==> src/rtl/variance_sample_driver.sv <==
`default_nettype none
// ============================================================================
// Module   : variance_sample_driver
// Purpose  : Transmit side of the variance handshake. Buffers up to DEPTH
//            signed 13-bit samples, plays them into the variance unit one at
//            a time (one-cycle ready strobe per sample, one-cycle done strobe
//            at the end), then waits for standby and captures n_var.
// Ports    : clk, rst_n (sync, active low)
//            wr_en/wr_data  - sample buffer write (IDLE only)
//            start          - begin streaming (IDLE only, needs >=1 sample)
//            signal_in/ready/done - stream to variance unit
//            standby/n_var  - variance unit status and result
//            result/result_valid - captured result and update pulse
//            busy, fill, ovf (sticky), timeout (sticky)
// Options  : NOISE_THRESH_EN adds thresh (in) and noise_high (out); noise_high
//            is the signed compare n_var > thresh at each capture.
// Revision : 1.0 - initial release
// ============================================================================
module variance_sample_driver #(
  parameter int DEPTH    = 256,
  parameter int WAIT_MIN = 2,
  parameter int WAIT_MAX = 64
) (
  input  logic               clk,
  input  logic               rst_n,
  input  logic               wr_en,
  input  logic signed [12:0] wr_data,
  input  logic               start,
  output logic signed [12:0] signal_in,
  output logic               ready,
  output logic               done,
  input  logic               standby,
  input  logic signed [12:0] n_var,
  output logic signed [12:0] result,
  output logic               result_valid,
  output logic               busy,
  output logic [8:0]         fill,
  output logic               ovf,
  output logic               timeout
`ifdef NOISE_THRESH_EN
  ,
  input  logic signed [12:0] thresh,
  output logic               noise_high
`endif
);

  localparam int AW = (DEPTH > 1) ? $clog2(DEPTH) : 1;
  localparam int CW = $clog2(WAIT_MAX + 1);
  localparam logic [8:0]    FILL_MAX  = 9'(DEPTH);
  localparam logic [CW-1:0] WAIT_LO   = CW'(WAIT_MIN);
  localparam logic [CW-1:0] WAIT_HI   = CW'(WAIT_MAX);

  typedef enum logic [2:0] {
    ST_IDLE    = 3'd0,
    ST_SETUP   = 3'd1,
    ST_STROBE  = 3'd2,
    ST_GAP     = 3'd3,
    ST_DONE    = 3'd4,
    ST_WAIT    = 3'd5,
    ST_CAPTURE = 3'd6
  } state_t;

  state_t              r_state;
  state_t              w_state_nx;
  logic signed [12:0]  r_mem [DEPTH];
  logic [8:0]          r_rd_ptr;
  logic [CW-1:0]       r_wait_cnt;

  logic w_wr_ok;
  logic w_wr_drop;
  logic w_start_ok;
  logic w_last;
  logic w_standby_ok;
  logic w_wait_expired;
  logic w_capture;

  // Any write outside IDLE happens while busy, so every non-accepted write
  // is either "full" or "busy" and both set ovf.
  assign w_wr_ok        = (r_state == ST_IDLE) && wr_en && (fill < FILL_MAX);
  assign w_wr_drop      = wr_en && !w_wr_ok;
  // A write in the same cycle as start counts toward the block, so a start
  // with an empty buffer is still accepted when that write lands.
  assign w_start_ok     = (r_state == ST_IDLE) && start && ((fill != 9'd0) || w_wr_ok);
  assign w_last         = (r_rd_ptr + 9'd1) >= fill;
  assign w_standby_ok   = (r_wait_cnt >= WAIT_LO) && standby;
  assign w_wait_expired = (r_wait_cnt == WAIT_HI);
  assign w_capture      = (r_state == ST_WAIT) && (w_standby_ok || w_wait_expired);

  always_comb begin
    w_state_nx = r_state;
    case (r_state)
      ST_IDLE:    if (w_start_ok) w_state_nx = ST_SETUP;
      ST_SETUP:   w_state_nx = ST_STROBE;
      ST_STROBE:  w_state_nx = ST_GAP;
      ST_GAP:     w_state_nx = w_last ? ST_DONE : ST_SETUP;
      ST_DONE:    w_state_nx = ST_WAIT;
      ST_WAIT:    if (w_capture) w_state_nx = ST_CAPTURE;
      ST_CAPTURE: w_state_nx = ST_IDLE;
      default:    w_state_nx = ST_IDLE;
    endcase
  end

  // Sample storage; contents are don't-care after reset, fill defines validity.
  always_ff @(posedge clk) begin
    if (w_wr_ok) begin
      r_mem[fill[AW-1:0]] <= wr_data;
    end
  end

  always_ff @(posedge clk) begin
    if (!rst_n) begin
      r_state      <= ST_IDLE;
      r_rd_ptr     <= 9'd0;
      r_wait_cnt   <= '0;
      signal_in    <= '0;
      ready        <= 1'b0;
      done         <= 1'b0;
      result       <= '0;
      result_valid <= 1'b0;
      busy         <= 1'b0;
      fill         <= 9'd0;
      ovf          <= 1'b0;
      timeout      <= 1'b0;
`ifdef NOISE_THRESH_EN
      noise_high   <= 1'b0;
`endif
    end else begin
      r_state      <= w_state_nx;
      // Strobes are registered from the next state so they are glitch-free
      // and coincide exactly with the STROBE / DONE / CAPTURE cycles.
      ready        <= (w_state_nx == ST_STROBE);
      done         <= (w_state_nx == ST_DONE);
      result_valid <= (w_state_nx == ST_CAPTURE);

      if (w_wr_ok)   fill <= fill + 9'd1;
      if (w_wr_drop) ovf  <= 1'b1;

      if (w_start_ok) begin
        busy     <= 1'b1;
        r_rd_ptr <= 9'd0;
      end

      case (r_state)
        ST_SETUP:   signal_in  <= r_mem[r_rd_ptr[AW-1:0]];
        ST_GAP:     r_rd_ptr   <= r_rd_ptr + 9'd1;
        ST_DONE:    r_wait_cnt <= CW'(1);
        ST_WAIT:    r_wait_cnt <= r_wait_cnt + CW'(1);
        ST_CAPTURE: begin
          busy <= 1'b0;
          fill <= 9'd0;
        end
        default: ;
      endcase

      // n_var is sampled in the same cycle standby qualified it, so the
      // captured value is visible while result_valid is high.
      if (w_capture) begin
        result <= n_var;
        if (!w_standby_ok) timeout <= 1'b1;
`ifdef NOISE_THRESH_EN
        noise_high <= (n_var > thresh);
`endif
      end
    end
  end

endmodule
`default_nettype wire

==> config.mk <==
export PLATFORM = sky130hd
export DESIGN_NAME = variance_sample_driver
export DESIGN_NICKNAME = d
export VERILOG_FILES = /design/src/rtl/variance_sample_driver.sv
export SDC_FILE = /design/constraint.sdc
export NUM_CORES = 2
export LEC_CHECK = 0
export BUFFER_PORTS_ARGS = -buffer_cell sky130_fd_sc_hd__clkbuf_2
export CAP_MARGIN = 25
export CORE_UTILIZATION = 25
export CTS_BUF_LIST = sky130_fd_sc_hd__clkbuf_8
export DETAILED_ROUTE_END_ITERATION = 8
export RECOVER_POWER = 25
export SETUP_SLACK_MARGIN = 0.05
export SLEW_MARGIN = 20
export SYNTH_ARGS = -nofsm -noshare
export SYNTH_HDL_FRONTEND = slang
export SYNTH_SLANG_ARGS = --single-unit
==> constraint.sdc <==
create_clock -name clk -period 3.7 [get_ports clk]
set_clock_uncertainty 0.05 [all_clocks]
set_input_delay 0.74 -clock clk [delete_from_list [all_inputs] [get_ports clk]]
set_output_delay 0.74 -clock clk [all_outputs]
set_load 0.01 [all_outputs]
==> impl_results.md <==
- CTS tree: yes
- Status: finished with violations
- # clock sinks: 3388
- Setup crit end kind: flip-flop
- Vias in the first global route: 68610
- Clk buf depth: 4
- Worst EP arrival: 4.58 ns
- Vias per cell: 4.686
- Yosys warns: 0
- HP Class: primary input to flip-flop
- Initial Utilization: 25.18%
- Synthesized area: 130500 um^2
- Top-count cell post-synth: edfxtp_1
- Crit Path Max Fanout: 19
- Achievable Freq: 270.1 MHz
- Slowest stage delay, CP: 0.70 ns
- R2R Setup Slk: -0.002 ns
- Htree depth: 6
- Net Switching: 17.16 mW
- DRT iter0 DRCs: 8157
- Post-Route Utilization: 29.60%
- Hold Path Sink: ovf$_SDFFE_PN0P_
- Pre-antenna DRT Iters: 6
- Failing checks: capacitance limit, slew limit, setup timing
- Post-Place Cells: 13590
- Inserted Clock Buffers: 546
- WL final: 354500 um
- Max-slew violation count: 1326
- WS Path Type: flip-flop to flip-flop
- Die area: 524900 um^2
- Clock period minus worst slack: 3.702 ns
- Setup_tns: -0.001827 ns
- Sequential share of power: 56.3%
- Vias after detailed routing: 68200
- GR Overflow Total: 0
- Clock Latency Late Sink: 1.03 ns
- Initial antenna violation count: 31
- Crit path required time: 4.58 ns
- Pint: 58.30 mW
- Die Y: 724.5 um
- Setup ws final: -0.001827 ns
- Combinational share of power: 5.4%
- Hold Path Cell Cnt: 3
- Synth unique cells: 57
- Largest net degree at the start of global routing: 133
- Final ANT Viol Nets: 0
- Clk root buf: clkbuf_8
- Total GRT Usage: 12.93%
- Critical R2R Launch: r_rd_ptr[2]$_SDFFE_PN0P_
- Worst setup SP type: flip-flop
- Reg2reg path depth: 10
- Syn Area/Cell: 20.74 um^2
- Critical path's slowest cell: nor4_1
- Maxcap violations: 16
- Worst VDD drop: 0.3220 mV
- Slew @ Worst Pin: 3.636 ns
- Cell count after synthesis: 6291
- Core Area: 518300 um^2
- Fraction of layout cells with a size suffix above 1: 27.08%
- Sequential share of the synthesized area: 77.50%
- Dominant cells by area after synthesis: edfxtp_1 77%, mux4_2 11%, mux2i_1 3.7%, o22ai_1 0.99%, dfxtp_1 0.92%
- Crit-path most repeated cell: buf_4
- DR WL/cell: 24.36 um
- DRC viols: 0
- Leading area contributor after synthesis: edfxtp_1
- IO Pins: 72
- Synth-to-Final Area Change: 17.54%
- Final Hold Viols: 0
- Clk pwr share: 38.3%
- Hold Path Origin: wr_en
- Number of flops mapped to enable cells by yosys: 3328
- Syn Nets: 6339
- Main flop type after synthesis: edfxtp_1
- Area after DPL: 143900 um^2
- Rel. slew slack: -142.4%
- I/O Buffers: 71
- Tcrit/Tclk final: 100.0%
- First-pass GRT wire length: 501700 um
- Layout Cells excl Fill: 14550
- Die width: 724.5 um
- Pleak: 46.69 nW
- Number of nets in the layout: 7294
- Routability cong.: 0.8449
- Detailed placer's ending HPWL: 220800 um
- FF+latch count, synth: 3388
- Row count: 264
- Sw Ratio: 22.74%
- Post-route cell area: 153400 um^2
- Critical path, cell by cell: buf_16 > or2_2 > o221ai_1 > o22ai_1 > a22o_1 > nor4_1 > buf_4 > nand4_1 > buf_4 > nand3_1
- P per Cell Area: 491.9 nW/um^2
- # setup viols final: 1
- Synth async-reset ratio: 0%
- Synth cell count leaders: 3328 x edfxtp_1, 651 x mux4_2, 479 x mux2i_1
- Worst-path clk slew: 0.07 ns
- Synth top area share: 76.58%
- Worst r2r dst: signal_in[1]$_SDFFE_PN0P_
- RSZ-0062 raised after global routing: true
[area by class of cell]
| cell class | count | area (um^2) |
|---|---|---|
| fill | 50060 | 364900 |
| sequential | 3388 | 101200 |
| multi-input combinational | 2515 | 27480 |
| tap | 6916 | 8653 |
| clock buffer | 554 | 7625 |
| timing repair buffer | 779 | 6530 |
| clock inverter | 378 | 1871 |
| inverter | 16 | 67.56 |
| antenna | 7 | 17.52 |
[layer usage]
layer	vias to the layer above	track usage, %	share of wire (%)
met5	-	0	0.010
met1	36120	17.55	41
met4	4	3.712	3.0
met3	561	2.452	8.4
li1	28260	-	-
met2	3253	21.11	47
[per-stage QoR]
step	total power, mW	setup WS [ns]	hold WS (ns)
after global placement	47.29	-0.2931	0.4001
after global routing	77.82	0.02523	0.1472
after CTS	76.06	0.06481	0.07874
after detailed placement	47.37	-0.1830	0.3957
final	75.46	-0.001827	0.1820
after floorplan	45.28	0.5851	0.4318
[critical path: cells and delay by family (launching register included)]
kind                   cells  cell delay [ns]
and+or+nand+nor            4             1.37
DFF                        1             0.47
buffers and inverters      3             0.62
AOI/OAI and AO/OA          3             1.07
[sequential cells by signal (all words and copies together), names as in the netlist]
| name | flops |
|---|---|
| fill | 9 |
| done | 1 |
| result | 13 |
| r_wait_cnt | 7 |
| signal_in | 13 |
| r_mem | 3328 |
| timeout | 1 |
| r_rd_ptr | 9 |
| ovf | 1 |
| busy | 1 |
| result_valid | 1 |
| r_state | 3 |
| ready | 1 |
[cell families (layout without fill, tap and decap cells)]
group | Yosys count | in the layout | share of synthesized area [%]
DFF | 3388 | 3388 | 77.50
muxes | 1130 | 1130 | 14.91
and+or+nand+nor | 707 | 707 | 2.483
AOI/OAI and AO/OA | 647 | 647 | 3.358
buffers and inverters | 388 | 1727 | 1.498
adders and majority gates | 17 | 17 | 0.1630
xor gates and xnor gates | 14 | 14 | 0.09396
other | 0 | 7 | 0
[placed cells by master, fill, tap and decap left out, types with 51 or more instances in the layout]
cell type,count
buf_4,601
a21oi_1,105
buf_12,69
edfxtp_1,3328
clkinv_1,96
nand2_1,133
mux4_2,651
a22oi_1,67
nor3_1,75
dfxtp_1,56
mux2i_1,479
o221ai_1,90
nor2_1,289
o21ai_0,51
o22ai_1,206
clkbuf_8,554
inv_1,213
clkbuf_2,78
[power by group through the flow]
stage	clock network, mW	logic, mW	registers, mW
floorplan	0	2.09	43.2
global placement	0	4.05	43.2
detailed placement	0	4.12	43.3
CTS	29.5	4.17	42.4
global route	31.0	4.34	42.5
finish	28.9	4.10	42.5
[repair_timing]
action / 4_1_cts / 5_1_grt
pin swaps: 0 / 0
hold buffers: 13 / 0
setup buffers: 7 / 1
endpoints found under the setup margin: 9 / 4
resized for setup: 2 / 4
hold endpoints to repair: 13 / 0
[how the worst max path moves through the flow]
| stage | endpoint | start | slack [ns] |
|---|---|---|---|
| floorplan | r_state[0]$_SDFF_PN0_ | r_rd_ptr[0]$_SDFFE_PN0P_ | 0.59 |
| finish | signal_in[1]$_SDFFE_PN0P_ | r_rd_ptr[2]$_SDFFE_PN0P_ | -0.002 |
| detailed placement | signal_in[10]$_SDFFE_PN0P_ | r_rd_ptr[0]$_SDFFE_PN0P_ | -0.18 |
| global placement | signal_in[9]$_SDFFE_PN0P_ | r_rd_ptr[4]$_SDFFE_PN0P_ | -0.29 |
| CTS | signal_in[9]$_SDFFE_PN0P_ | r_rd_ptr[1]$_SDFFE_PN0P_ | 0.06 |
| global route | r_mem[168][2]$_DFFE_PP_ | wr_data[2] | 0.03 |
No activity file was read; power rests on OpenSTA's default activity.
